--- src/rtl/imu_spi_pkg.sv ---
// Shared definitions for the IMU SPI responder: register map, frame layout,
// FSM state encoding and the register read mux.
package imu_spi_pkg;

    localparam logic [6:0] ADDR_WHO_AM_I = 7'h0F;
    localparam logic [6:0] ADDR_CTRL     = 7'h10;
    localparam logic [6:0] ADDR_STATUS   = 7'h1E;
    localparam logic [6:0] ADDR_OUT_L    = 7'h28;
    localparam logic [6:0] ADDR_OUT_H    = 7'h29;

    // Bit of the command byte that selects a read (1) or a write (0).
    localparam int RW_BIT = 7;

    // CTRL bit that enables sample tick generation.
    localparam int CTRL_DR_EN_BIT = 0;

    typedef enum logic [1:0] {
        WAIT_DESEL,
        IDLE,
        CMD,
        DATA
    } spi_state_e;

    // Register read mux; unmapped addresses return zero.
    function automatic logic [7:0] reg_read(
        input logic [6:0]  addr,
        input logic [7:0]  who_am_i,
        input logic [7:0]  ctrl,
        input logic [7:0]  status,
        input logic [15:0] out_val
    );
        logic [7:0] data;
        data = 8'h00;
        case (addr)
            ADDR_WHO_AM_I: data = who_am_i;
            ADDR_CTRL:     data = ctrl;
            ADDR_STATUS:   data = status;
            ADDR_OUT_L:    data = out_val[7:0];
            ADDR_OUT_H:    data = out_val[15:8];
            default:       data = 8'h00;
        endcase
        return data;
    endfunction

endpackage

--- src/rtl/spi_sync_edge.sv ---
// Two-flop synchronizer for one asynchronous SPI pin, followed by a third
// flop that turns level changes into single-cycle rise/fall pulses.
module spi_sync_edge (
    input  logic clk,
    input  logic rst,
    input  logic async_i,
    output logic sync_o,
    output logic rise_o,
    output logic fall_o
);

    logic meta_q;
    logic sync_q;
    logic prev_q;

    // Synchronizer chain plus one delayed copy for edge detection.
    // NOTE: flops are written with <= so every stage samples the value from
    // before this edge; blocking = here would collapse the chain to one flop.
    always_ff @(posedge clk) begin
        if (!rst) begin
            meta_q <= 1'b0;
            sync_q <= 1'b0;
            prev_q <= 1'b0;
        end else begin
            meta_q <= async_i;
            sync_q <= meta_q;
            prev_q <= sync_q;
        end
    end

    assign sync_o = sync_q;
    assign rise_o = sync_q & ~prev_q;
    assign fall_o = ~sync_q & prev_q;

endmodule

--- src/rtl/imu_spi_responder.sv ---
// IMU emulator: SPI mode-0 slave with a small register map, plus a periodic
// sample tick that latches an external 16-bit value and raises data_ready.
module imu_spi_responder
    import imu_spi_pkg::*;
#(
    parameter int unsigned DR_PERIOD    = 1024,
    parameter logic [7:0]  WHO_AM_I     = 8'h6A,
    parameter int unsigned CLK_FREQ_MHZ = 125
) (
    input  logic        clk,
    input  logic        rst,
    input  logic        en,
    input  logic [15:0] sample,
    input  logic        sclk,
    input  logic        cs_n,
    input  logic        mosi,
    output logic        miso,
    output logic        data_ready
);

    localparam int CNT_W = (DR_PERIOD > 2) ? $clog2(DR_PERIOD) : 1;
    localparam logic [CNT_W-1:0] CNT_LAST = CNT_W'(DR_PERIOD - 1);

    // Synchronized pins and edge pulses.
    logic sclk_lvl, sclk_rise, sclk_fall;
    logic cs_lvl, cs_rise, cs_fall;
    logic mosi_lvl, mosi_rise, mosi_fall;

    spi_sync_edge u_sync_sclk (
        .clk    (clk),
        .rst    (rst),
        .async_i(sclk),
        .sync_o (sclk_lvl),
        .rise_o (sclk_rise),
        .fall_o (sclk_fall)
    );

    spi_sync_edge u_sync_cs (
        .clk    (clk),
        .rst    (rst),
        .async_i(cs_n),
        .sync_o (cs_lvl),
        .rise_o (cs_rise),
        .fall_o (cs_fall)
    );

    spi_sync_edge u_sync_mosi (
        .clk    (clk),
        .rst    (rst),
        .async_i(mosi),
        .sync_o (mosi_lvl),
        .rise_o (mosi_rise),
        .fall_o (mosi_fall)
    );

    // Outputs of the synchronizers that have no load, and the informational
    // clock frequency parameter.
    logic unused_ok;
    assign unused_ok = ^{sclk_lvl, mosi_rise, mosi_fall, CLK_FREQ_MHZ};

    // SPI frame state.
    spi_state_e  state_q, state_d;
    logic [2:0]  bit_cnt_q, bit_cnt_d;
    logic [7:0]  rx_q, rx_d;
    logic [7:0]  tx_q, tx_d;
    logic [6:0]  addr_q, addr_d;
    logic        rw_q, rw_d;
    logic        miso_q, miso_d;

    // Register file, tick counter and deferred-tick bookkeeping.
    logic [7:0]       ctrl_q, ctrl_d;
    logic [15:0]      out_q, out_d;
    logic             dr_q, dr_d;
    logic             ovr_q, ovr_d;
    logic [CNT_W-1:0] cnt_q, cnt_d;
    logic             pend_q, pend_d;
    logic             pend_ovr_q, pend_ovr_d;

    // Strobes from the SPI engine into the register file.
    logic       wr_ctrl;
    logic       clr_dr;
    logic       clr_ovr;
    logic [7:0] rx_shift;
    logic [6:0] next_addr;
    logic [7:0] status;

    assign rx_shift  = {rx_q[6:0], mosi_lvl};
    assign next_addr = addr_q + 7'd1;
    assign status    = {6'b0, ovr_q, dr_q};

    // SPI engine: frame FSM, bit counting, shift registers and miso drive.
    // NOTE: every output is given its hold value first, so no path through
    // the case statement leaves a signal unassigned and no latch is inferred.
    always_comb begin
        state_d   = state_q;
        bit_cnt_d = bit_cnt_q;
        rx_d      = rx_q;
        tx_d      = tx_q;
        addr_d    = addr_q;
        rw_d      = rw_q;
        miso_d    = miso_q;
        wr_ctrl   = 1'b0;
        clr_dr    = 1'b0;
        clr_ovr   = 1'b0;

        if (cs_rise) begin
            // Deselect aborts any frame; a partial byte is simply dropped.
            state_d   = IDLE;
            bit_cnt_d = 3'd0;
            miso_d    = 1'b0;
        end else begin
            case (state_q)
                WAIT_DESEL: begin
                    if (cs_lvl) state_d = IDLE;
                end
                IDLE: begin
                    if (cs_fall) begin
                        state_d   = CMD;
                        bit_cnt_d = 3'd0;
                        miso_d    = 1'b0;
                    end
                end
                CMD: begin
                    if (sclk_rise) begin
                        rx_d      = rx_shift;
                        bit_cnt_d = bit_cnt_q + 3'd1;
                        if (bit_cnt_q == 3'd7) begin
                            rw_d    = rx_shift[RW_BIT];
                            addr_d  = rx_shift[6:0];
                            tx_d    = reg_read(rx_shift[6:0], WHO_AM_I, ctrl_q, status, out_q);
                            state_d = DATA;
                        end
                    end
                end
                DATA: begin
                    if (sclk_rise) begin
                        rx_d      = rx_shift;
                        bit_cnt_d = bit_cnt_q + 3'd1;
                        if (bit_cnt_q == 3'd7) begin
                            addr_d = next_addr;
                            if (rw_q) begin
                                tx_d    = reg_read(next_addr, WHO_AM_I, ctrl_q, status, out_q);
                                clr_dr  = (addr_q == ADDR_OUT_H);
                                clr_ovr = (addr_q == ADDR_STATUS);
                            end else begin
                                wr_ctrl = (addr_q == ADDR_CTRL);
                            end
                        end
                    end else if (sclk_fall && rw_q) begin
                        miso_d = tx_q[7];
                        tx_d   = {tx_q[6:0], 1'b0};
                    end
                end
                default: state_d = WAIT_DESEL;
            endcase
        end
    end

    // Tick counter, deferred capture while selected, flags and CTRL writes.
    logic run, tick, apply, direct;

    always_comb begin
        run    = en && ctrl_q[CTRL_DR_EN_BIT];
        tick   = run && (cnt_q == CNT_LAST);
        apply  = pend_q && cs_lvl;
        direct = tick && cs_lvl;

        cnt_d      = (!run || tick) ? '0 : cnt_q + CNT_W'(1);
        ctrl_d     = wr_ctrl ? rx_shift : ctrl_q;
        out_d      = out_q;
        dr_d       = dr_q;
        ovr_d      = ovr_q;
        pend_d     = pend_q;
        pend_ovr_d = pend_ovr_q;

        // A tick during a frame is held back so OUT stays coherent.
        if (tick && !cs_lvl) begin
            pend_d     = 1'b1;
            pend_ovr_d = pend_ovr_q | pend_q;
        end
        if (apply) begin
            pend_d     = 1'b0;
            pend_ovr_d = 1'b0;
        end

        if (clr_dr)  dr_d  = 1'b0;
        if (clr_ovr) ovr_d = 1'b0;

        // Set after clear so a simultaneous set wins.
        if (apply || direct) begin
            out_d = sample;
            dr_d  = 1'b1;
            if (dr_q || (apply && (pend_ovr_q || direct))) ovr_d = 1'b1;
        end
    end

    // SPI engine state registers.
    always_ff @(posedge clk) begin
        if (!rst) begin
            state_q   <= WAIT_DESEL;
            bit_cnt_q <= 3'd0;
            rx_q      <= 8'h00;
            tx_q      <= 8'h00;
            addr_q    <= 7'h00;
            rw_q      <= 1'b0;
            miso_q    <= 1'b0;
        end else begin
            state_q   <= state_d;
            bit_cnt_q <= bit_cnt_d;
            rx_q      <= rx_d;
            tx_q      <= tx_d;
            addr_q    <= addr_d;
            rw_q      <= rw_d;
            miso_q    <= miso_d;
        end
    end

    // Register file and tick state registers.
    always_ff @(posedge clk) begin
        if (!rst) begin
            ctrl_q     <= 8'h00;
            out_q      <= 16'h0000;
            dr_q       <= 1'b0;
            ovr_q      <= 1'b0;
            cnt_q      <= '0;
            pend_q     <= 1'b0;
            pend_ovr_q <= 1'b0;
        end else begin
            ctrl_q     <= ctrl_d;
            out_q      <= out_d;
            dr_q       <= dr_d;
            ovr_q      <= ovr_d;
            cnt_q      <= cnt_d;
            pend_q     <= pend_d;
            pend_ovr_q <= pend_ovr_d;
        end
    end

    assign miso       = miso_q;
    assign data_ready = dr_q;

endmodule

--- config.mk ---
export PLATFORM = sky130hd
export DESIGN_NAME = imu_spi_responder
export DESIGN_NICKNAME = d
export VERILOG_FILES = /design/src/rtl/imu_spi_pkg.sv /design/src/rtl/spi_sync_edge.sv /design/src/rtl/imu_spi_responder.sv
export SDC_FILE = /design/constraint.sdc
export NUM_CORES = 1
export LEC_CHECK = 0
export BUFFER_PORTS_ARGS = -buffer_cell sky130_fd_sc_hd__clkbuf_2
export CAP_MARGIN = 20
export CORE_ASPECT_RATIO = 1.75
export CORE_MARGIN = 2
export CORE_UTILIZATION = 60
export CTS_CLUSTER_SIZE = 8
export DETAILED_ROUTE_END_ITERATION = 16
export GPL_ROUTABILITY_DRIVEN = 0
export PLACE_DENSITY = 0.83
export SYNTH_ARGS = -nofsm -noshare
export SYNTH_HDL_FRONTEND = slang
export SYNTH_SLANG_ARGS = --single-unit
export TNS_END_PERCENT = 20
--- constraint.sdc ---
create_clock -name clk -period 2.45 [get_ports clk]
set_input_delay 0.49 -clock clk [delete_from_list [all_inputs] [get_ports clk]]
set_output_delay 0.49 -clock clk [all_outputs]
set_load 0.01 [all_outputs]
==> flow_summary.ini, run 1 <==
[run_status]
status = finished, final reports clean

[yosys]
syn_nets = 541
synthArstFlopShare = 0
ys_types = 70
syn_inst = 504
ys.flop_type = dfxtp_1
synth_top_cells_by_count = dfxtp_1, nor2_1, nand2_1, a21oi_1, inv_1
syn_area_mm2 = 0.00412
syn_avg_cell_area_um2 = 8.17
yosysSeqAreaShare = 0.365
yosys_warnings = 0
yosysTopAreaCell = dfxtp_1
yosys.area.top_type_share = 0.365
synth_most_common_cell = dfxtp_1
synth_area_leaders = dfxtp_1, mux2i_1, nor2_1, a21oi_1, nand2_1
synth_edf_count = 0
synth-seq-cells = 75

[setup_path]
start_kind = register
critPathKind = register to register
cp-end-kind = register
worstPathArrival_ns = 2.53
critical_path.max_fanout = 6
required_ns = 2.73
rr_worst_depth = 7

[detailed_routing]
drt-pass1-iter-count = 5
initialDrtViolationCount = 270
wl_um = 11200
wl_per_cell_um = 18.3
vias = 3920
postRouteAntennaNets = 0
via_per_inst = 6.39
drc = 0

[timing]
post-route-period-util = 0.918
hold_violations = 0
rsz0062_at_grt = false
setup_viol = 0
layout_min_cycle_time_ns = 2.25
skew_ns = 0.00589
tns_ns = 0
fin_hold_ws_ns = 0.360
slew_violations = 0
slew_headroom = 0.521
fmax_ghz = 0.445
tightest_slew_ns = 0.719

[clock_network]
cts_tree = yes
numClockSinks = 75
cts.path.max_buffers = 2
clk_pin_slew_ns = 0.06
cts_setup_buffers = 0
cts_buffers = 9
htreeDepth = 3
root_buffer = clkbuf_16
clk_latency_ns = 0.34

[global_routing]
grt_antenna_before_repair = 0
grtUsageTotal = 0.313
grt_max_degree = 32
grt_pass1_wl_um = 17900
overflow = 0
grt_pass1_vias = 3796

[flow_run]
cap_violations = 0

[floorplanning]
ioPinCount = 24
rows = 40
start_util = 0.609
die_x_um = 66.6
core_mm2 = 0.00676
dieArea_mm2 = 0.00757
die_h_um = 114

[power_and_ir_drop]
p_leak_nw = 1.65
vdd_ir_drop_max_uv = 521
power_density_mw_per_mm2 = 610

[placed_design]
hpwl_um = 8170
port_buffers = 23

[finish]
syn_to_final_growth_pct = 12.9
fin_nets = 563
drive_above_1_share = 0.151
nFillCells = 532
num_antenna_cells = 0

[worst_hold_path]
hold_depth = 2
worstHoldPathType = primary input to register
cell type report:
type | count | area, µm² | share of cell area
clock buffers | 10 | 239 | 0.0514
flip-flops and latches | 75 | 1500 | 0.323
clock inverters | 4 | 52.6 | 0.0113
repair buffers | 41 | 263 | 0.0565
inverters | 26 | 97.6 | 0.0210
multi-input cells | 373 | 2390 | 0.514
well taps | 84 | 105 | 0.0226
repair_timing:
item	CTS	global route
gates resized for setup	0	2
hold buffers	0	0
endpoints found under the setup margin	0	7
sequential cells by signal, indices dropped and copies added (netlist names), 2 cells and up:
signal,count
state_q,2
bit_cnt_q,3
rx_q,7
ctrl_q,8
cnt_q,10
addr_q,7
out_q,16
tx_q,8
path summary, 6_finish.rpt:
path,start,endpoint,slack [ns]
worst max register to register,addr_q[0],tx_q[2],0.20
worst min register to register,u_sync_cs.meta_q,u_sync_cs.sync_o,0.44
worst min-delay path,sclk,u_sync_sclk.meta_q,0.36
worst max-delay path,addr_q[0],tx_q[2],0.20
worst max-delay path, cell delays in order (launching register included):
cell and delay, ns:
dfxtp_1 0.36, ha_1 0.30, nand3_2 0.14, or3_1 0.34, a31o_2 0.29, or3_1 0.43, nor2_1 0.13, o221a_2 0.20
per-layer routing:
metal  GRT usage  vias to the layer above  part of all wire
met5           0                        -                 0
met4       0.230                        0             0.068
met3      0.0592                       62             0.056
met2       0.560                      179              0.52
met1       0.306                     1833              0.35
li1            -                     1846                 -
power breakdown:
| group | leakage (nW) | switching [W] | internal, W |
|---|---|---|---|
| logic | 0.898 | 0.000165 | 0.000108 |
| clock network | 0.144 | 0.000496 | 0.000805 |
| registers | 0.606 | 0.0000241 | 0.00124 |
| total | 1.65 | 0.000685 | 0.00215 |
through the flow:
| stage | utilization | power, W | instances | setup slack, ns | instance area (µm²) |
|---|---|---|---|---|---|
| 3_5_place_dp | 0.644 | 0.00155 | 599 | 0.0119 | 4350 |
| 4_1_cts | 0.687 | 0.00284 | 613 | 0.0134 | 4640 |
| 5_1_grt | 0.688 | 0.00292 | 613 | 0.0654 | 4650 |
| 2_1_floorplan | - | 0.00147 | 504 | 0.276 | 4120 |
| 6_report | 0.688 | 0.00284 | 613 | 0.202 | 4650 |
| 3_3_place_gp | 0.644 | 0.00153 | 599 | 0.178 | 4350 |
cells by family after synthesis:
logic type	synth area share
AND/OR/NAND/NOR	0.259
AO/OA/AOI/OAI	0.192
flip-flops	0.365
buffers and inverters	0.0565
multiplexers	0.0647
adder cells (fa/ha/maj)	0.0456
XOR/XNOR	0.0170
placed cells by master (no fill, tap or decap), types with 3 or more instances in the layout:
cell type	netlist	layout
or3_1	3	3
a31oi_1	6	6
xnor2_1	6	6
nor2_1	56	55
o21ai_0	10	10
nor2b_1	4	4
inv_1	25	25
a22oi_1	13	13
o32ai_1	3	3
and3_1	7	7
clkbuf_2	1	23
o2111ai_1	5	5
nand4_1	7	7
o311ai_0	3	3
o21ai_1	3	3
dfxtp_1	75	75
mux2i_1	21	21
o221a_2	3	3
o221ai_1	5	5
buf_4	2	17
nand2_1	52	52
o22ai_1	4	4
ha_1	15	15
nand3b_1	8	8
nand4b_1	5	5
and2_1	10	10
a211oi_1	5	5
nand3_1	21	21
clkbuf_16	0	9
mux2_2	5	5
nor3_1	12	12
a21oi_1	41	41
Note: power is estimated with default switching activity, not from simulation.
==> inputs of run 2 (changes only) <==
==> constraint.sdc (replaced) <==
create_clock -name clk -period 2.7 [get_ports clk]
set_input_delay 0.54 -clock clk [delete_from_list [all_inputs] [get_ports clk]]
set_output_delay 0.54 -clock clk [all_outputs]
set_load 0.01 [all_outputs]
==> run 2 against run 1 <==
First-iteration DRC count grew 8.1%; flip-flop and latch count is the same; register-to-register slack gained 0.097 ns; cell count shrank 0.82%; sequential power shrank 9%; sequential share of layout area grew 0.28 points; highest routed layer unchanged; count of clock-buffer cells in the layout grew 2; critical path type unchanged; global-route usage grew 0.63 points; wire length shrank 2.1%; die area is the same.
==> flow_summary.ini, run 2 (synthesis gave the netlist of run 1 again) <==
[run_status]
status = finished, final reports clean

[timing]
tightest_slew_ns = 0.714
slew_headroom = 0.524
layout_min_cycle_time_ns = 2.40
setup_viol = 0
slew_violations = 0
fmax_ghz = 0.416
tns_ns = 0
skew_ns = 0.00462
hold_violations = 0
post-route-period-util = 0.889
rsz0062_at_grt = false

[floorplanning]
ioPinCount = 24
die_x_um = 66.6
core_mm2 = 0.00676
start_util = 0.609
die_h_um = 114
dieArea_mm2 = 0.00757
rows = 40

[finish]
reg.largest.list = out_q: 16 flops, cnt_q: 10 flops
largest_reg_flops = 16
final_cell_mix = dfxtp_1, nor2_1, nand2_1
drive_above_1_share = 0.143
syn_to_final_growth_pct = 11.9
largest_register = out_q
layout_commonest_cell = dfxtp_1
fin_nets = 556
num_antenna_cells = 0
fin_cells = 608

[setup_path]
path_cells = inv_1 -> ha_1 -> or3b_2 -> a21oi_1 -> nor2_1 -> nor2_2 -> o2111ai_1 -> o221a_2
worst-path-buf-inv = 1
critPathKind = register to register
critical-path-max-stage-delay_ns = 0.47
critical_path.max_fanout = 8
start_kind = register
cpLargestDelayFamily = simple AND/OR/NAND/NOR gates
required_ns = 2.93
worstPathArrival_ns = 2.64
slowest_stage = or3b_2
r2r_setup_slack_ns = 0.30
cp-end-kind = register

[detailed_routing]
postRouteAntennaNets = 0
drt-pass1-iter-count = 5
drc = 0
initialDrtViolationCount = 292
wl_um = 11000
wl_per_cell_um = 18.0
via_per_inst = 6.42
vias = 3904

[global_routing]
overflow = 0
grtUsageTotal = 0.319
grt_pass1_wl_um = 18400
grt_antenna_before_repair = 0
grt_pass1_vias = 3878
grt_max_degree = 45

[clock_network]
root_buffer = clkbuf_16
cts_tree = yes
clk_latency_ns = 0.34
cts.path.max_buffers = 2
htreeDepth = 3
clk_pin_slew_ns = 0.06
cts_buffers = 9
numClockSinks = 75

[power_and_ir_drop]
p_leak_nw = 1.62
vdd_ir_drop_max_uv = 443
power_density_mw_per_mm2 = 579

[placed_design]
port_buffers = 23
dp_cells = 592
hpwl_um = 7810

[flow_run]
cap_violations = 0

[worst_hold_path]
worstHoldPathType = primary input to register
-- run 2: cell count changes in the layout (fill, tap and decap cells not counted) --
cell	change
clkbuf_8	+2
inv_6	+2
nor2_2	+1
buf_12	-1
clkinv_4	-2
nor2_4	-1
buf_4	-6
clkinvlp_4	+1
clkinv_2	-1
-- run 2: power breakdown --
group,internal [W],leakage [nW],switching (W)
sequential,0.00112,0.606,0.0000229
combinational,0.0000936,0.858,0.000145
clock,0.000798,0.156,0.000484
total,0.00201,1.62,0.000652
-- run 2: worst paths after layout --
kind | from | to | depth (start not counted)
worst min register to register | u_sync_cs.meta_q | u_sync_cs.sync_o | 1
worst min-delay path | sclk | u_sync_sclk.meta_q | 2
worst max register to register | state_q[0] | tx_q[7] | 8
worst max-delay path | state_q[0] | tx_q[7] | 8
-- run 2: per-stage QoR --
step | hold slack, ns | instance area (µm²) | power, W | util | worst slack [ns]
3_5_place_dp | 0.421 | 4280 | 0.00140 | 0.634 | 0.214
3_3_place_gp | 0.415 | 4280 | 0.00139 | 0.634 | 0.375
2_1_floorplan | 0.412 | 4120 | 0.00133 | - | 0.526
4_1_cts | 0.398 | 4610 | 0.00267 | 0.682 | 0.195
5_1_grt | 0.415 | 4610 | 0.00273 | 0.682 | 0.0744
6_report | 0.404 | 4610 | 0.00267 | 0.682 | 0.299
-- run 2: what timing repair did --
item,4_1_cts,5_1_grt
hold buffers,0,0
gates resized for setup,0,1
endpoints found under the setup margin,0,4
buffers inserted,0,0
-- run 2: layer usage --
| layer | global-route usage | share of wire |
|---|---|---|
| met4 | 0.256 | 0.075 |
| met2 | 0.535 | 0.50 |
| met1 | 0.332 | 0.36 |
| met3 | 0.0680 | 0.060 |
| met5 | 0 | 0 |
-- run 2: final cells by class --
class | count | area (µm²)
Sequential cell | 75 | 1500
Clock inverter | 4 | 55.1
Timing Repair Buffer | 34 | 198
Tap cell | 84 | 105
Multi-Input combinational cell | 373 | 2380
Inverter | 26 | 97.6
Clock buffer | 12 | 267
Fill cell | 545 | 2150
